## src/rtl/dms_param_decoder_pkg.sv

```systemverilog
// rtl/dms_param_decoder_pkg.sv - shared types, defaults and helpers for the duty-cycle decoder
package dms_pkg;

    typedef enum logic [2:0] {
        IDLE,
        CFG_N,
        CFG_KEY,
        CFG_MASK,
        RUN
    } state_t;

    localparam int N_W_DEF         = 3;
    localparam int LOG_KEY_MAX_DEF = 5;
    localparam int CNT_W_DEF       = 16;
    localparam int MIN_PERIOD_DEF  = 2;
    localparam int KEY_MAX         = 1 << LOG_KEY_MAX_DEF;

    function automatic int unsigned key_len(input int unsigned n);
        return 32'd1 << n;
    endfunction

endpackage

```

## src/rtl/dms_param_decoder_if.sv

```systemverilog
// rtl/dms_param_decoder_if.sv - serial input / decoded output bundle of the decoder
interface dms_param_decoder_if;
    logic str;
    logic mode;
    logic msg;
    logic msg_valid;
    logic frame;
    logic configured;
    logic cfg_err;

    modport master (
        output str, mode,
        input  msg, msg_valid, frame, configured, cfg_err
    );

    modport slave (
        input  str, mode,
        output msg, msg_valid, frame, configured, cfg_err
    );
endinterface

```

## src/rtl/dms_param_decoder_period_meter.sv

```systemverilog
// rtl/dms_param_decoder_period_meter.sv - measures high/low cycles between rising edges of str
module dms_period_meter #(
    parameter int CNT_W = 16
) (
    input  logic             clk,
    input  logic             reset,
    input  logic             str,
    input  logic             enable,
    output logic             boundary,
    output logic             first_edge,
    output logic [CNT_W-1:0] ones,
    output logic [CNT_W-1:0] zeros
);
    logic prev;

    assign boundary = enable && !prev && str;

    // Outside run mode the meter is held cleared so the next run starts fresh.
    always_ff @(posedge clk) begin
        if (reset) begin
            prev       <= 1'b0;
            ones       <= '0;
            zeros      <= '0;
            first_edge <= 1'b1;
        end else if (!enable) begin
            ones       <= '0;
            zeros      <= '0;
            first_edge <= 1'b1;
        end else begin
            prev <= str;
            if (boundary) begin
                first_edge <= 1'b0;
                ones       <= CNT_W'(1);
                zeros      <= '0;
            end else if (str) begin
                if (ones != '1) ones <= ones + CNT_W'(1);
            end else begin
                if (zeros != '1) zeros <= zeros + CNT_W'(1);
            end
        end
    end
endmodule

```

## src/rtl/dms_param_decoder.sv

```systemverilog
// rtl/dms_param_decoder.sv - serially configured, keyed and masked duty-cycle symbol decoder
module dms_param_decoder
    import dms_pkg::*;
#(
    parameter int N_W         = N_W_DEF,
    parameter int LOG_KEY_MAX = LOG_KEY_MAX_DEF,
    parameter int CNT_W       = CNT_W_DEF,
    parameter int MIN_PERIOD  = MIN_PERIOD_DEF
) (
    input  logic                clk,
    input  logic                reset,
    dms_param_decoder_if.slave  dms
);
    localparam int KMAX = 1 << LOG_KEY_MAX;
    localparam int CW   = LOG_KEY_MAX + 1;
    localparam int IW   = LOG_KEY_MAX;
    localparam int SW   = CNT_W + 1;

    state_t            state, state_nxt;
    logic [N_W-2:0]    n_sh;
    logic [N_W-1:0]    n, n_final;
    logic [CW-1:0]     cnt, last_pos;
    logic [KMAX-1:0]   key, mask;
    logic [IW-1:0]     idx;
    logic              start_cfg, n_done, key_done, mask_done;
    logic              run_en, boundary, first_edge, emit, sym;
    logic [CNT_W-1:0]  ones, zeros;
    logic [SW-1:0]     sum;

    assign n_final  = {n_sh, dms.str};
    assign last_pos = CW'(key_len(32'(n)) - 32'd1);
    assign run_en   = (state == RUN) && !dms.mode;
    assign sum      = SW'(ones) + SW'(zeros);
    assign sym      = ones > zeros;
    assign emit     = boundary && !first_edge && (sum >= SW'(MIN_PERIOD));

    dms_period_meter #(.CNT_W(CNT_W)) u_meter (
        .clk        (clk),
        .reset      (reset),
        .str        (dms.str),
        .enable     (run_en),
        .boundary   (boundary),
        .first_edge (first_edge),
        .ones       (ones),
        .zeros      (zeros)
    );

    always_ff @(posedge clk) begin
        if (reset) state <= IDLE;
        else       state <= state_nxt;
    end

    always_comb begin
        state_nxt = state;
        start_cfg = 1'b0;
        n_done    = 1'b0;
        key_done  = 1'b0;
        mask_done = 1'b0;
        case (state)
            IDLE, RUN: begin
                if (dms.mode) begin
                    state_nxt = CFG_N;
                    start_cfg = 1'b1;
                end
            end
            CFG_N: begin
                if (!dms.mode) state_nxt = IDLE;
                else if (cnt == CW'(N_W - 1)) begin
                    n_done    = 1'b1;
                    state_nxt = CFG_KEY;
                end
            end
            CFG_KEY: begin
                if (!dms.mode) state_nxt = IDLE;
                else if (cnt == last_pos) begin
                    key_done  = 1'b1;
                    state_nxt = CFG_MASK;
                end
            end
            CFG_MASK: begin
                if (!dms.mode) state_nxt = IDLE;
                else if (cnt == last_pos) begin
                    mask_done = 1'b1;
                    state_nxt = RUN;
                end
            end
            default: state_nxt = IDLE;
        endcase
    end

    always_ff @(posedge clk) begin
        if (reset) begin
            n_sh           <= '0;
            n              <= '0;
            cnt            <= '0;
            key            <= '0;
            mask           <= '0;
            idx            <= '0;
            dms.msg        <= 1'b0;
            dms.msg_valid  <= 1'b0;
            dms.frame      <= 1'b0;
            dms.configured <= 1'b0;
            dms.cfg_err    <= 1'b0;
        end else begin
            dms.msg_valid <= 1'b0;
            dms.frame     <= 1'b0;
            if (start_cfg) begin
                n_sh           <= (N_W - 1)'(dms.str);
                cnt            <= CW'(1);
                dms.configured <= 1'b0;
                dms.cfg_err    <= 1'b0;
            end else if (run_en && emit) begin
                dms.msg       <= (sym ^ key[idx]) | mask[idx];
                dms.msg_valid <= 1'b1;
                dms.frame     <= (idx == '0);
                idx           <= ({1'b0, idx} == last_pos) ? '0 : idx + IW'(1);
            end else if (dms.mode) begin
                case (state)
                    CFG_N: begin
                        n_sh <= n_final[N_W-2:0];
                        cnt  <= n_done ? '0 : cnt + CW'(1);
                        if (n_done) begin
                            // Oversized n is reported and clamped to the storage limit.
                            if (32'(n_final) > LOG_KEY_MAX) begin
                                dms.cfg_err <= 1'b1;
                                n           <= N_W'(LOG_KEY_MAX);
                            end else begin
                                n <= n_final;
                            end
                        end
                    end
                    CFG_KEY: begin
                        key[cnt[IW-1:0]] <= dms.str;
                        cnt <= key_done ? '0 : cnt + CW'(1);
                    end
                    CFG_MASK: begin
                        mask[cnt[IW-1:0]] <= dms.str;
                        cnt <= mask_done ? '0 : cnt + CW'(1);
                        if (mask_done) begin
                            dms.configured <= 1'b1;
                            idx            <= '0;
                        end
                    end
                    default: ;
                endcase
            end
        end
    end
endmodule

```

## src/flat_wrapper.sv

```systemverilog
// flat-port wrapper written by rule: the top's interface ports become plain ports
module dms_param_decoder_flat import dms_pkg::*;
#(
    parameter int N_W         = N_W_DEF,
    parameter int LOG_KEY_MAX = LOG_KEY_MAX_DEF,
    parameter int CNT_W       = CNT_W_DEF,
    parameter int MIN_PERIOD  = MIN_PERIOD_DEF
)
  (clk, reset, dms_str, dms_mode, dms_msg, dms_msg_valid, dms_frame, dms_configured, dms_cfg_err);
  dms_param_decoder_if dms_i ();
  input  logic clk;
  input  logic reset;
  input wire logic [$bits(dms_i.str)-1:0] dms_str;
  input wire logic [$bits(dms_i.mode)-1:0] dms_mode;
  output wire logic [$bits(dms_i.msg)-1:0] dms_msg;
  output wire logic [$bits(dms_i.msg_valid)-1:0] dms_msg_valid;
  output wire logic [$bits(dms_i.frame)-1:0] dms_frame;
  output wire logic [$bits(dms_i.configured)-1:0] dms_configured;
  output wire logic [$bits(dms_i.cfg_err)-1:0] dms_cfg_err;
  assign dms_i.str = dms_str;
  assign dms_i.mode = dms_mode;
  assign dms_msg = dms_i.msg;
  assign dms_msg_valid = dms_i.msg_valid;
  assign dms_frame = dms_i.frame;
  assign dms_configured = dms_i.configured;
  assign dms_cfg_err = dms_i.cfg_err;
  dms_param_decoder #(.N_W(N_W), .LOG_KEY_MAX(LOG_KEY_MAX), .CNT_W(CNT_W), .MIN_PERIOD(MIN_PERIOD)) u_core (.clk(clk), .reset(reset), .dms(dms_i));
endmodule
```

## config.mk

```make
export PLATFORM = sky130hd
export DESIGN_NAME = dms_param_decoder_flat
export DESIGN_NICKNAME = d
export VERILOG_FILES = /design/src/rtl/dms_param_decoder_pkg.sv /design/src/rtl/dms_param_decoder_if.sv /design/src/rtl/dms_param_decoder_period_meter.sv /design/src/rtl/dms_param_decoder.sv /design/src/flat_wrapper.sv
export SDC_FILE = /design/constraint.sdc
export NUM_CORES = 1
export LEC_CHECK = 0
export ABC_CLOCK_PERIOD_IN_PS = 4200
export BUFFER_PORTS_ARGS = -buffer_cell sky130_fd_sc_hd__buf_2
export CELL_PAD_IN_SITES_DETAIL_PLACEMENT = 0
export CELL_PAD_IN_SITES_GLOBAL_PLACEMENT = 2
export CORE_MARGIN = 2
export CORE_UTILIZATION = 39
export CTS_CLUSTER_DIAMETER = 40
export DETAILED_ROUTE_END_ITERATION = 8
export HOLD_SLACK_MARGIN = 0.02
export PLACE_DENSITY = 0.91
export SKIP_CTS_REPAIR_TIMING = 1
export SYNTH_ARGS = -nofsm -noshare
export SYNTH_HDL_FRONTEND = slang
export SYNTH_HIERARCHICAL = 1
export SYNTH_SLANG_ARGS = --single-unit
```

## constraint.sdc

```tcl
create_clock -name clk -period 4.2 [get_ports clk]
set_input_delay 0 -clock clk [delete_from_list [all_inputs] [get_ports clk]]
set_output_delay 0 -clock clk [all_outputs]
set_load 0.03 [all_outputs]
```

==> impl_metrics.ini, run 1 <==
[status]
status = finished, final reports clean

[finish]
fin_cells = 1194
syn2layout_area_growth_pct = 9.854
postLayoutCellArea_um2 = 8397
drive_above_1_share_pct = 9.365
fin_util_pct = 43.43
fin_nets = 961
antenna_cells = 0

[pwr]
max-vdd-ir-drop_uv = 282.8
powerDensity_nw_per_um2 = 310.9
p_leak_nw = 3.192

[detailed_routing]
routed_via_density = 5.565
via_count = 6645
wl_met2_um = 9064
wl_met1_um = 9460
wl_met3_um = 605
route.detailed.drc = 0
routedWlPerCell_um = 16.28
totalWireLength_um = 19440
route.top_layer_used = met4
drtPass1Iterations = 4
drt.antenna.violating_nets = 0
drt_iter0_drc = 419

[worst_setup_path]
cpMaxStageDelayCell = dfxtp_1
endpoint_kind = flip-flop
max_stage_delay_ps = 490
worstSetupPathType = flip-flop to flip-flop
r2r-end = u_core/dms.frame
cp.arrival_ps = 3920
worst-path-max-fanout = 11
startpoint_type = flip-flop
reg2reg_depth = 12
critPathBufInv = 1
worstPathRequired_ps = 4510
reg2reg_from = u_core/u_meter/ones[0]
crit_family = simple AND/OR/NAND/NOR gates
crit_chain = ha_1 > inv_1 > fa_1 > nor3b_1 > o2111ai_1 > a221o_1 > a311oi_1 > o211ai_1 > nor4_1 > nand4_1 > and3_2 > and4_1
reg2reg_slack_ps = 590

[timing]
fin_skew_ps = 6.571
drv_slew = 0
hold_viol_final = 0
min_period_ps = 3611
post-route-period-util_pct = 85.97
fin_ws_ps = 589.1
setup_viol = 0
relSlewSlack_pct = 39.40
fin_tns_setup_ps = 0
fmax_ghz = 0.2769
tightest_slew_ps = 896.3
rsz0062_at_grt = no

[grt]
grt_pass1_wl_um = 32120
grt_util_all_layers_pct = 19.63
grt_pass1_vias = 6172
grt_max_degree = 80
antenna_found_initial = 0
overflow = 0

[die]
core-area_um2 = 19330
die_y_um = 144.0
rows = 51
die_w_um = 144.0
die_area_um2 = 20730
ioPinCount = 9
start_util_pct = 39.53

[logic_synthesis]
synth_warnings = 6
synth_flop_cell = dfxtp_1
synth_area_um2 = 7644
synth_edf_count = 0
ys_seq_area_share_pct = 31.95
synth_seq_cells = 122
netlist_instances = 945
syn-num-nets = 990
async_flop_share_pct = 0
syn_avg_cell_area_um2 = 8.088
synth_cell_types = 72

[hold_path]
worstHoldStart = reset
hold_path_depth = 3
worstHoldPathType = input port to flip-flop
holdPathEnd = u_core/u_meter/ones[0]

[placed_design]
placedCellCount = 1160
port_buffers = 8
dp_slack_ps = 604.4
place_congestion = 0.8445
place_area_um2 = 7820
dp_hpwl_um = 13250

[clocking]
clock-sinks = 122
cts_buffers = 17
htree_num_levels = 4
clk_path_buf_depth = 2
cts_tree = yes
insertion_delay_ps = 420
clkTransAtPathRegs_ps = 60
root_buffer = clkbuf_16

[flow_run]
maxCapViolCount = 0
Yosys cell counts, drive strengths merged, types with 4 or more instances:
cell / n / share of area, %
a2111oi: 4 / 0.54
a211oi: 7 / 0.69
a21o: 6 / 0.59
a21oi: 81 / 5.4
a22oi: 5 / 0.49
and2: 11 / 0.93
and3: 11 / 1.0
and3b: 5 / 0.57
and4: 5 / 0.59
buf: 16 / 1.0
clkbuf: 53 / 2.6
dfxtp: 122 / 32
ha: 40 / 6.5
inv: 45 / 2.2
mux2i: 43 / 5.6
mux4: 20 / 5.9
nand2: 130 / 6.4
nand2b: 5 / 0.41
nand3: 51 / 3.6
nand4: 19 / 1.6
nor2: 82 / 4.1
nor2b: 14 / 1.1
nor3: 17 / 1.1
nor3b: 8 / 0.79
nor4: 9 / 0.74
o2111ai: 4 / 0.46
o211ai: 9 / 0.88
o21a: 7 / 0.69
o21ai: 17 / 1.1
o21bai: 5 / 0.49
o31ai: 18 / 1.8
o41ai: 5 / 0.67
or2: 5 / 0.41
or3: 11 / 0.90
or4: 14 / 1.4
xnor2: 7 / 0.80
xor2: 4 / 0.46
routing by layer:
metal	vias to the layer above	GRT usage [%]
li1	3345	-
met1	3181	27.26
met2	95	30.98
met3	24	3.245
met4	0	6.760
met5	-	0
sequential cells by signal (all words and copies together) (netlist names):
name                       count
u_core/n_sh                    2
u_core/mask                   32
u_core/u_meter/zeros          16
u_core/state                   3
u_core/dms.configured          1
u_core/idx                     5
u_core/dms.msg                 1
u_core/key                    32
u_core/n                       3
u_core/u_meter/ones           16
u_core/cnt                     6
u_core/u_meter/first_edge      1
u_core/dms.frame               1
u_core/dms.msg_valid           1
u_core/u_meter/prev            1
u_core/dms.cfg_err             1
cell families after synthesis:
| group | after synthesis | synth area share [%] |
|---|---|---|
| XOR/XNOR | 11 | 1.260 |
| buffers and inverters | 114 | 5.844 |
| adder cells (fa/ha/maj) | 41 | 6.810 |
| AND/OR/NAND/NOR | 403 | 26.32 |
| flip-flops | 122 | 31.95 |
| multiplexers | 64 | 11.67 |
| AO/OA/AOI/OAI | 190 | 16.14 |
layout make-up:
cell class	count	area [um2]
Timing Repair Buffer	21	142.6
Multi-Input combinational cell	709	4755
Tap cell	265	331.6
Clock inverter	8	95.09
Fill cell	1964	10940
Inverter	45	168.9
Clock buffer	24	461.7
Sequential cell	122	2442
worst max path at each step:
stage                                 startpoint               end  slack (ps)  cells past startpoint
after floorplan           u_core/u_meter/ones[0]     u_core/idx[0]        1220                     13
after global placement    u_core/u_meter/ones[0]  u_core/dms.frame         670                     12
after detailed placement  u_core/u_meter/ones[0]  u_core/dms.frame         600                     12
after CTS                 u_core/u_meter/ones[0]  u_core/dms.frame         580                     12
after global routing      u_core/u_meter/ones[0]  u_core/dms.frame         290                     12
final                     u_core/u_meter/ones[0]  u_core/dms.frame         590                     12
worst reg2reg max path, cell delays in order (launching register included):
cell       delay, ps
dfxtp_1          490
ha_1             210
inv_1             50
fa_1             480
nor3b_1          190
o2111ai_1        130
a221o_1          280
a311oi_1         250
o211ai_1         130
nor4_1           250
nand4_1          450
and3_2           420
and4_1           180
through the flow:
stage	hold slack, ps	power [mW]
after floorplan	72.38	1.223
after CTS	-100.1	2.645
after global placement	334.8	1.239
after detailed placement	335.5	1.239
final	41.07	2.611
after global routing	70.79	2.696
report_power, final:
part	switching, mW	leakage, nW	internal (mW)
sequential	0.00383	0.983	1.16
combinational	0.0387	1.94	0.0124
clock	0.512	0.268	0.883
layout by cell type, fill, tap and decap left out, drive strengths merged, types with 4 or more instances in the layout:
cell type / Yosys / final
nand2: 130 / 130
dfxtp: 122 / 122
nor2: 82 / 82
a21oi: 81 / 81
nand3: 51 / 51
inv: 45 / 45
mux2i: 43 / 43
ha: 40 / 40
clkbuf: 53 / 24
mux4: 20 / 20
nand4: 19 / 19
buf: 16 / 19
o31ai: 18 / 18
nor3: 17 / 17
o21ai: 17 / 17
nor2b: 14 / 14
or4: 14 / 14
or3: 11 / 11
and2: 11 / 11
and3: 11 / 11
nor4: 9 / 9
o211ai: 9 / 9
nor3b: 8 / 8
xnor2: 7 / 7
a211oi: 7 / 7
o21a: 7 / 7
a21o: 6 / 6
a22oi: 5 / 5
and3b: 5 / 5
nand2b: 5 / 5
or2: 5 / 5
o21bai: 5 / 5
o41ai: 5 / 5
and4: 5 / 5
clkinv: 0 / 4
xor2: 4 / 4
o2111ai: 4 / 4
a2111oi: 4 / 4
Note: power is estimated with default switching activity, not from simulation.
==> run 2: changes to the inputs <==
Settings changed: RECOVER_POWER set to 50, SLEW_MARGIN set to 20.
==> run 2 against run 1 <==
  * Register-to-register slack is essentially flat
  * Utilization is essentially flat
  * Via count hardly changed
  * Global-route usage is the same
  * Largest power group unchanged
  * Maximum frequency rose by 0.15%
  * Worst setup slack improved by 5.2 ps
==> impl_metrics.ini, run 2 (same netlist as run 1, synthesis figures left out) <==
[placed_design]
port_buffers = 8
dp_slack_ps = 604.4
dp_hpwl_um = 13250
placedCellCount = 1160
place_congestion = 0.8445

[detailed_routing]
drtPass1Iterations = 5
route.detailed.drc = 0
totalWireLength_um = 19460
routedWlPerCell_um = 16.30
routed_via_density = 5.560
drt_iter0_drc = 401
drt.antenna.violating_nets = 0
via_count = 6639

[timing]
hold_ws_ps = 51.41
relSlewSlack_pct = 36.67
fin_tns_setup_ps = 0
post-route-period-util_pct = 85.85
hold_viol_final = 0
drv_slew = 0
fmax_ghz = 0.2773
rsz0062_at_grt = no
setup_viol = 0
min_period_ps = 3606
fin_skew_ps = 6.135
fin_ws_ps = 594.4
tightest_slew_ps = 949.4

[worst_setup_path]
worst-path-max-fanout = 11
reg2reg_from = u_core/u_meter/ones[0]
reg2reg_depth = 12
cp.arrival_ps = 3910
endpoint_kind = flip-flop
startpoint_type = flip-flop
worstPathRequired_ps = 4510
worstSetupPathType = flip-flop to flip-flop
critPathLaunch = u_core/u_meter/ones[0]

[die]
die_area_um2 = 20730
die_y_um = 144.0
rows = 51
start_util_pct = 39.53
core-area_um2 = 19330
ioPinCount = 9
die_w_um = 144.0

[finish]
drive_above_1_share_pct = 8.827
layout_commonest_cell = nand2_1
fin_cells = 1194
fin_nets = 961
largestRegisters = u_core/key: 32 flops, u_core/mask: 32 flops
syn2layout_area_growth_pct = 9.773
final_cell_mix = 130 x nand2_1, 122 x dfxtp_1, 81 x nor2_1
antenna_cells = 0

[grt]
grt_max_degree = 80
grt_pass1_wl_um = 32120
antenna_found_initial = 0
grt_pass1_vias = 6172
grt_util_all_layers_pct = 19.63
overflow = 0

[clocking]
cts_buffers = 17
cts_tree = yes
clkTransAtPathRegs_ps = 60
htree_num_levels = 4
root_buffer = clkbuf_16
clock-sinks = 122
insertion_delay_ps = 420
clk_path_buf_depth = 2

[hold_path]
worstHoldStart = reset
worstHoldPathType = input port to flip-flop
hold_path_depth = 3

[pwr]
p_leak_nw = 3.162
max-vdd-ir-drop_uv = 282.8
powerDensity_nw_per_um2 = 311.0

[flow_run]
maxCapViolCount = 0

[status]
status = finished, final reports clean
run 2: cell type report:
cell class                      count  area [um2]
Clock buffer                       24       461.7
Fill cell                        1969       10940
Multi-Input combinational cell    709        4755
Timing Repair Buffer               21       136.4
Clock inverter                      8       95.09
Inverter                           45       168.9
Sequential cell                   122        2442
Tap cell                          265       331.6
run 2: worst paths after layout:
kind         slack (ps)                     end
max reg2reg         590        u_core/dms.frame
max                 590        u_core/dms.frame
min reg2reg         450         u_core/mask[22]
min                  50  u_core/u_meter/ones[0]
run 2: layer usage:
| layer | part of all wire (%) | global-route usage (%) |
|---|---|---|
| met1 | 48 | 27.26 |
| met2 | 47 | 30.98 |
| met3 | 3.3 | 3.245 |
| met4 | 1.7 | 6.760 |
| met5 | 0 | 0 |
run 2: metrics by stage:
step	total power [mW]	util, %	area [um2]
finish	2.610	43.40	8391
global placement	1.239	40.45	7820
detailed placement	1.239	40.45	7820
CTS	2.645	43.32	8377
floorplan	1.223	-	7644
global route	2.696	43.40	8391
run 2: worst max-delay path, cell delays in order, from the launching register on:
cell	delay, ps
dfxtp_1	480
ha_1	210
inv_1	50
fa_1	480
nor3b_1	190
o2111ai_1	130
a221o_1	280
a311oi_1	250
o211ai_1	130
nor4_1	250
nand4_1	450
and3_2	420
and4_1	180
run 2: power by group:
part	switching (mW)	internal (mW)
combinational	0.0386	0.0124
clock	0.511	0.883
sequential	0.00382	1.16
